**src/rtl/output_microsequencer_pkg.sv**
```systemverilog
// output_microsequencer_pkg: shared sequencer states, default sizes and a saturating add helper.
package output_microsequencer_pkg;
  localparam int DW_DEF     = 16;
  localparam int DIM_DEF    = 16;
  localparam int ADDR_W_DEF = 10;
  localparam int CFG_W      = 10;
  typedef enum logic [2:0] {
    S_IDLE,
    S_WAIT_PSUM,
    S_READ,
    S_READ_WAIT,
    S_WRITE,
    S_COMPLETE
  } state_t;
  function automatic logic signed [DW_DEF-1:0] sat_add(input logic signed [DW_DEF-1:0] a,
                                                       input logic signed [DW_DEF-1:0] b);
    logic signed [DW_DEF:0] s;
    s = {a[DW_DEF-1], a} + {b[DW_DEF-1], b};
    return (s[DW_DEF] != s[DW_DEF-1]) ? {s[DW_DEF], {(DW_DEF-1){~s[DW_DEF]}}} : s[DW_DEF-1:0];
  endfunction
endpackage

```
**src/rtl/output_microsequencer_psum_sat_add.sv**
```systemverilog
// output_microsequencer_psum_sat_add: one-lane signed add clamped to the DW-bit range.
module output_microsequencer_psum_sat_add #(
  parameter int DW = 16
) (
  input  logic signed [DW-1:0] i_a,
  input  logic signed [DW-1:0] i_b,
  output logic signed [DW-1:0] o_sum
);
  logic signed [DW:0] w_sum;
  assign w_sum = {i_a[DW-1], i_a} + {i_b[DW-1], i_b};
  // Top two bits disagree only on overflow; the sign bit then picks the rail.
  assign o_sum = (w_sum[DW] != w_sum[DW-1]) ? {w_sum[DW], {(DW-1){~w_sum[DW]}}} : w_sum[DW-1:0];
endmodule

```
**src/rtl/output_microsequencer.sv**
```systemverilog
// output_microsequencer: writes per-tile psum vectors into lane BRAM banks,
// overwriting on pass 0 and saturating-accumulating on later channel passes.
module output_microsequencer
  import output_microsequencer_pkg::*;
#(
  parameter int DW        = DW_DEF,
  parameter int Dimension = DIM_DEF,
  parameter int ADDR_W    = ADDR_W_DEF
) (
  input  logic                    clk,
  input  logic                    rst,
  input  logic                    en,
  input  logic                    restart,
  input  logic [CFG_W-1:0]        out_length,
  input  logic [CFG_W-1:0]        num_channels,
  input  logic                    psum_valid,
  output logic                    psum_ready,
  input  logic [DW*Dimension-1:0] psum_data,
  output logic [Dimension-1:0]    bram_en,
  output logic [Dimension-1:0]    bram_we,
  output logic [ADDR_W-1:0]       bram_addr,
  output logic [DW*Dimension-1:0] bram_wdata,
  input  logic [DW*Dimension-1:0] bram_rdata,
  output logic                    done
);
  state_t                  r_state;
  logic [ADDR_W-1:0]       r_tile;
  logic [CFG_W-1:0]        r_ch;
  logic [DW*Dimension-1:0] r_latch;
  logic [Dimension-1:0]    w_mask;
  logic [DW*Dimension-1:0] w_pass0;
  logic [DW*Dimension-1:0] w_rmw;
  logic                    w_accept;
  logic                    w_last_tile;
  logic                    w_last_ch;
  logic                    w_empty;

  assign w_accept    = psum_valid & psum_ready;
  assign w_last_tile = (int'(r_tile) + 1) * Dimension >= int'(out_length);
  // num_channels of 0 behaves as a single pass.
  assign w_last_ch   = int'(r_ch) + 1 >= int'(num_channels);
  assign w_empty     = out_length == '0;

  for (genvar i = 0; i < Dimension; i++) begin : g_lane
    logic [DW-1:0] w_sum;
    assign w_mask[i] = (int'(r_tile) * Dimension + i) < int'(out_length);
    output_microsequencer_psum_sat_add #(.DW(DW)) u_add (
      .i_a  (r_latch[DW*i +: DW]),
      .i_b  (bram_rdata[DW*i +: DW]),
      .o_sum(w_sum)
    );
    assign w_pass0[DW*i +: DW] = w_mask[i] ? psum_data[DW*i +: DW] : '0;
    assign w_rmw[DW*i +: DW]   = w_mask[i] ? w_sum : '0;
  end

  always_ff @(posedge clk or negedge rst) begin
    if (!rst) begin
      r_state    <= S_IDLE;
      r_tile     <= '0;
      r_ch       <= '0;
      r_latch    <= '0;
      psum_ready <= 1'b0;
      bram_en    <= '0;
      bram_we    <= '0;
      bram_addr  <= '0;
      bram_wdata <= '0;
      done       <= 1'b0;
    end else begin
      case (r_state)
        S_IDLE: begin
          if (en) begin
            r_tile     <= '0;
            r_ch       <= '0;
            r_state    <= w_empty ? S_COMPLETE : S_WAIT_PSUM;
            done       <= w_empty;
            psum_ready <= ~w_empty;
          end
        end
        S_WAIT_PSUM: begin
          if (w_accept) begin
            r_latch    <= psum_data;
            psum_ready <= 1'b0;
            bram_en    <= w_mask;
            bram_addr  <= r_tile;
            // Pass 0 needs no read: the write goes out straight from the incoming psum.
            if (r_ch == '0) begin
              r_state    <= S_WRITE;
              bram_we    <= w_mask;
              bram_wdata <= w_pass0;
            end else begin
              r_state <= S_READ;
            end
          end
        end
        S_READ: begin
          bram_en <= '0;
          r_state <= S_READ_WAIT;
        end
        S_READ_WAIT: begin
          bram_en    <= w_mask;
          bram_we    <= w_mask;
          bram_wdata <= w_rmw;
          r_state    <= S_WRITE;
        end
        S_WRITE: begin
          bram_en    <= '0;
          bram_we    <= '0;
          bram_wdata <= '0;
          bram_addr  <= '0;
          if (w_last_tile && w_last_ch) begin
            r_tile  <= '0;
            r_state <= S_COMPLETE;
            done    <= 1'b1;
          end else begin
            r_tile     <= w_last_tile ? '0 : r_tile + 1'b1;
            r_ch       <= w_last_tile ? r_ch + 1'b1 : r_ch;
            r_state    <= S_WAIT_PSUM;
            psum_ready <= 1'b1;
          end
        end
        S_COMPLETE: begin
          if (restart) begin
            r_tile     <= '0;
            r_ch       <= '0;
            r_state    <= w_empty ? S_COMPLETE : S_WAIT_PSUM;
            done       <= w_empty;
            psum_ready <= ~w_empty;
          end
        end
        default: r_state <= S_IDLE;
      endcase
    end
  end
endmodule

```
**config.mk**
```make
export PLATFORM = sky130hd
export DESIGN_NAME = output_microsequencer
export DESIGN_NICKNAME = d
export VERILOG_FILES = /design/src/rtl/output_microsequencer_pkg.sv /design/src/rtl/output_microsequencer_psum_sat_add.sv /design/src/rtl/output_microsequencer.sv
export SDC_FILE = /design/constraint.sdc
export NUM_CORES = 2
export LEC_CHECK = 0
export BUFFER_PORTS_ARGS = -buffer_cell sky130_fd_sc_hd__buf_2
export CORE_AREA = 8 8 319 321
export CTS_CLUSTER_SIZE = 30
export DETAILED_ROUTE_END_ITERATION = 6
export DIE_AREA = 0 0 327 329
export HOLD_SLACK_MARGIN = 0.12
export SETUP_SLACK_MARGIN = 0.1
export SLEW_MARGIN = 20
export SYNTH_ARGS = -nofsm -noshare
export SYNTH_HDL_FRONTEND = slang
export SYNTH_SLANG_ARGS = --single-unit
```
**constraint.sdc**
```tcl
create_clock -name clk -period 4.2 [get_ports clk]
set_input_delay 0.42 -clock clk [delete_from_list [all_inputs] [get_ports clk]]
set_output_delay 0.42 -clock clk [all_outputs]
set_load 0.02 [all_outputs]
```
After elaboration in Yosys (flattened, before gate mapping):

Index checks and enable logic that the tools add are counted.

* reductions and logical operators: 19
* order comparisons: 18
* equality and inequality tests: 28
* $add $sub $neg: 35
* muxes and demuxes: 82
* bitwise logic cells: 18

Operator list (count)
* 2-to-1 mux 16 bit: 51
* one-hot mux 256 bit (3 select lines): 1
* 2-to-1 mux 256 bit: 2
* adder 16 x 16 -> 17 bit: 16
* < comparator 15 x 10 -> 1 bit: 15
* adder 14 x 4 -> 15 bit (second input constant): 8
* one-hot mux 16 bit (3 select lines): 2
* 2-to-1 mux 10 bit: 7
* adder 14 x 3 -> 15 bit (second input constant): 4
* one-hot mux 10 bit (3 select lines): 2
* adder 14 x 2 -> 15 bit (second input constant): 2
* adder 10 x 1 -> 11 bit (second input constant): 2
* adder 10 x 1 -> 10 bit (second input constant): 2
* logical NOT 10 bit: 2
* one-hot mux 10 bit (2 select lines): 1
* 2-to-1 mux 3 bit: 6
* one-hot mux 3 bit (6 select lines): 1
* inverter 1 bit: 17
* != test 1 bit: 16
* adder 14 x 1 -> 15 bit (second input constant): 1
* >= comparator 15 x 10 -> 1 bit: 1
* < comparator 14 x 10 -> 1 bit: 1
* != test 2 bit (second input constant): 7
* >= comparator 11 x 10 -> 1 bit: 1
* other kinds (17): 32

* output and inout bits: 300
* register bits after elaboration: 579
* input port bits: 537
* word-level logic and storage cells: 210

Longest topological paths before layout:

* depth after elaboration: 6
* gate-level depth with buffers: 14
* gate-level depth less buffers: 13

Hierarchy:

From an unflattened synthesis, not the netlist that was laid out.

* cell total of the unflattened synthesis: 5001
* area, all modules: 46114.2 um^2

Modules (own cells, without submodules)
* output_microsequencer: area each 24932.7 um^2, sequential area each 14488.9 um^2, instances 1, cells each 2139
* output_microsequencer_psum_sat_add (g_lane[0].u_add ...): area each 1365.1 um^2, sequential area each 0.0 um^2, instances 14, cells each 185
* output_microsequencer_psum_sat_add (g_lane[9].u_add): area each 1139.8 um^2, sequential area each 0.0 um^2, instances 1, cells each 150
* output_microsequencer_psum_sat_add (g_lane[7].u_add): area each 930.9 um^2, sequential area each 0.0 um^2, instances 1, cells each 122

Worst setup path after synthesis:

No wires, ideal clock.

* path type: in2reg
* start point: in bram_rdata[70]
* end point: reg bram_wdata[70]
* cell stages on the path: 13
* setup slack: 0.977 ns
* arrival time: 3.145 ns
* library setup time: 0.077 ns
* path through: ha_1 or3_1 or2_2 a311oi_1 o21ai_0 nand3_1 nand3b_1 xor2_1 ha_1 a21oi_2 buf_2 o21ai_0 a21oi_1

* cells in the longest elaborated chain, start to end: 5

Ends and longest elaborated chain
* start: declaration: RTL line output_microsequencer.sv:23 `input logic [DW*Dimension-1:0] bram_rdata,`
* adder 16 x 16 -> 17 bit *: RTL line output_microsequencer_psum_sat_add.sv:10 `assign w_sum = {i_a[DW-1], i_a} + {i_b[DW-1], i_b};`
* != test 1 bit or inverter 1 bit (tied branches): RTL line output_microsequencer_psum_sat_add.sv:12 `assign o_sum = (w_sum[DW] != w_sum[DW-1]) ? {w_sum[DW], {(DW-1){~w_sum[DW]}}} : w_sum[DW-1:0];`
* 2-to-1 mux 16 bit *: RTL line output_microsequencer_psum_sat_add.sv:12
* 2-to-1 mux 16 bit *: RTL line output_microsequencer.sv:53 `assign w_rmw[DW*i +: DW] = w_mask[i] ? w_sum : '0;`
* one-hot mux 256 bit (3 select lines) *: RTL line output_microsequencer.sv:69 `case (r_state)`
* end signal: assignment: RTL line output_microsequencer.sv:89 `bram_wdata <= w_pass0;`
* end signal: assignment: RTL line output_microsequencer.sv:102 `bram_wdata <= w_rmw;`
* end: declaration: RTL line output_microsequencer.sv:22 `output logic [DW*Dimension-1:0] bram_wdata,`

Mark *: on every way between the ends. The rest lies on a longest branch, timed or not.
A chain may end at the register's enable or synchronous reset.

Worst setup path in the final report:

* start point: reg r_latch[65]
* end point: reg bram_wdata[75]

* cells in the longest elaborated chain, start to end: 5

Ends and longest elaborated chain
* start: declaration: RTL line output_microsequencer.sv:29 `logic [DW*Dimension-1:0] r_latch;`
* start signal: assignment: RTL line output_microsequencer.sv:81 `r_latch <= psum_data;`
* adder 16 x 16 -> 17 bit *: RTL line output_microsequencer_psum_sat_add.sv:10
* != test 1 bit or inverter 1 bit (tied branches): RTL line output_microsequencer_psum_sat_add.sv:12
* 2-to-1 mux 16 bit *: RTL line output_microsequencer_psum_sat_add.sv:12
* 2-to-1 mux 16 bit *: RTL line output_microsequencer.sv:53
* one-hot mux 256 bit (3 select lines) *: RTL line output_microsequencer.sv:69

Marked as above.

==> metrics.cfg <==
[run_status]
status=finished, final reports clean

[placement]
dp_hpwl_um=118000
dpl_worst_slack_ps=175
gp_congestion=0.936
numPlacedInstances=6419
place.port_buffers=836

[logic_synthesis]
ys.flop_type=dfrtp_1
syn-num-nets=5228
synth_cells=4391
yosysWarnings=0
synth-edff-count=0
synthesis.area_um2=37500
ys_seq_area_share_pct=38.6
synth.avg_cell_area_um2=8.55
synth_seq_cells=579
async_reset_ff_share_pct=100
synthDistinctLibCells=100

[min_path]
worstHoldStart=bram_rdata[32]
min_path_type=primary input to flop

[power]
internal-power_mw=20.5
power_density_nw_per_um2=793
swShare_pct=47.0
p_seq_share_pct=25.1
p_leak_nw=24.5
ir_drop_v=0.000504
power_frac_comb_pct=57.7
p_clk_share_pct=17.3
power_switching_mw=18.2

[finish]
final_util_pct=50.1
drive_gt1_share_pct=20.4
fin_cells=6871
mostFrequentLayoutCell=nand2_1
final_nets=6305
mostFrequentLayoutCells=nand2_1 (950), buf_2 (835), dfrtp_1 (579)
syn_to_final_growth_pct=29.7
fillers=9351

[route]
vias_per_cell=5.51
routed_wl_um=155000
drcViolationCount=0
drt-pass1-iter-count=5
num_vias=37900
routedWlPerCell_um=22.6
final_antenna_net_count=0
drt_iter0_drc=2715

[critical_path]
crit_type=flop to flop
path_max_fanout=10
critical_path.startpoint=r_latch[65]
cp.required_ps=4760
setup.worst_path.start_class=flop
r2r-start=r_latch[65]
crit_arrival_ps=4280
critPathCaptureType=flop

[sta]
fin_crit_sh_pct=88.6
slew_violations=0
worst_slack_ps=479
fin_crit_ps=3720
worst_pin_slew_ps=1010
fmax_mhz=269
relSlewSlack_pct=32.7
rsz0062_at_grt=no
finalSetupTns_ps=0
finalSetupViolCount=0
hold_viol_final=0
timing.clock.skew_ps=13.2

[cts]
cts_tree=done
root_buffer=clkbuf_16
post_cts.repair.setup_buffers=0
cts_buffers=75
path_clk_slew_ps=60
clk_latency_ps=640
cts_resized=0
cts_max_level=3
clk_path_buf_depth=3
clock-sinks=579

[grt]
grt_usage_pct=27.7
grt_pass1_wl_um=234000
grt_max_degree=182
grt_pass1_vias=38000
overflow=0
antenna_found_initial=71

[job]
maxCapViolCount=0

[floorplan]
die_h_um=329
die_w_um=327
core_area_um2=97100
io_pins=837
row_count=115
start_util_pct=38.7
die_area_um2=108000

## power by group through the flow
stage,registers [mW],logic (mW),clock network [mW]
2_1_floorplan,10.7,13.8,0
3_3_place_gp,9.67,21.7,0
6_report,9.68,22.3,6.67
4_1_cts,9.65,22.2,6.82
3_5_place_dp,9.71,21.9,0
5_1_grt,9.92,24.6,7.04
## cells in the mapped netlist, types with 26 or more instances
library cell | instances | area, um^2
a211o_1 | 26 | 228
a211oi_1 | 35 | 263
a21o_1 | 75 | 563
a21oi_1 | 264 | 1320
a22o_1 | 41 | 359
a22oi_1 | 144 | 1080
a31oi_1 | 45 | 282
and2_1 | 31 | 194
and3_1 | 67 | 419
buf_2 | 30 | 150
clkbuf_1 | 125 | 469
dfrtp_1 | 579 | 14500
ha_1 | 284 | 3550
inv_1 | 149 | 559
nand2_1 | 950 | 3570
nand2b_1 | 53 | 332
nand3_1 | 111 | 556
nor2_1 | 282 | 1060
nor2b_1 | 34 | 213
nor3_1 | 55 | 275
o211ai_1 | 46 | 345
o21a_1 | 43 | 323
o21ai_0 | 242 | 1210
o21ai_1 | 81 | 405
or3_1 | 27 | 169
xnor2_1 | 128 | 1120
xor2_1 | 59 | 517
## logic make-up after synthesis
group	count (synthesis)	synth area share [%]
AOI/OAI and AO/OA	1286	22.9
xor gates and xnor gates	187	4.36
adders and majority gates	301	10.3
buffers and inverters	320	3.41
DFF	579	38.6
muxes	16	0.437
and+or+nand+nor	1702	20.0
## state kept, by name, indices dropped and copies added, names as in the netlist
register,cells
bram_en,16
r_latch,256
r_ch,10
psum_ready,1
bram_we,16
bram_wdata,256
r_state,3
bram_addr,10
r_tile,10
done,1
## layer usage
metal  vias up  share of wire, %  GRT usage, %
li1      17900                 -             -
met1     18200                41          34.9
met2      1422                46          44.8
met3       348               7.6          7.06
met4        22               4.6          12.1
met5         -             0.089             0
## path summary, 6_finish.rpt
check,slack [ps],end,depth (start not counted)
hold reg to reg,470,bram_wdata[208],2
max in group asynchronous,2740,bram_addr[0],3
min in group asynchronous,390,bram_wdata[251],2
hold / removal,190,bram_wdata[32],4
setup / recovery,480,bram_wdata[75],13
setup reg to reg,480,bram_wdata[75],13
## what timing repair did
item / in CTS / in global routing
hold buffers: 258 / 0
endpoints found under the hold margin: 534 / 0
endpoints found under the setup margin: 0 / 0
## metrics by stage
| stage | cell area [um^2] | hold slack (ps) | power, mW |
|---|---|---|---|
| 2_1_floorplan | 37500 | 124 | 24.5 |
| 3_3_place_gp | 43400 | 456 | 31.3 |
| 3_5_place_dp | 43400 | 462 | 31.6 |
| 4_1_cts | 48500 | 123 | 38.7 |
| 5_1_grt | 48600 | 149 | 41.6 |
| 6_report | 48700 | 186 | 38.6 |
## worst max-delay path: stages (launching register included)
cell,delay (ps)
dfrtp_1,380
ha_1,280
a21oi_1,270
o211ai_1,170
or2_2,350
a311oi_1,450
o21ai_0,220
nand3_1,130
nand3b_1,130
xor2_1,170
ha_1,480
inv_1,60
or3_1,370
a31oi_1,180
## layout make-up
cell class	count	area (um^2)	area share [%]
clock inverters	27	307	0.630
diodes	54	135	0.278
repair buffers	1171	7500	15.4
multi-input cells	3492	21800	44.9
inverters	149	559	1.15
well taps	1287	1610	3.31
clock buffers	112	2240	4.60
flip-flops and latches	579	14500	29.8
No activity file was read; power rests on OpenSTA's default activity.
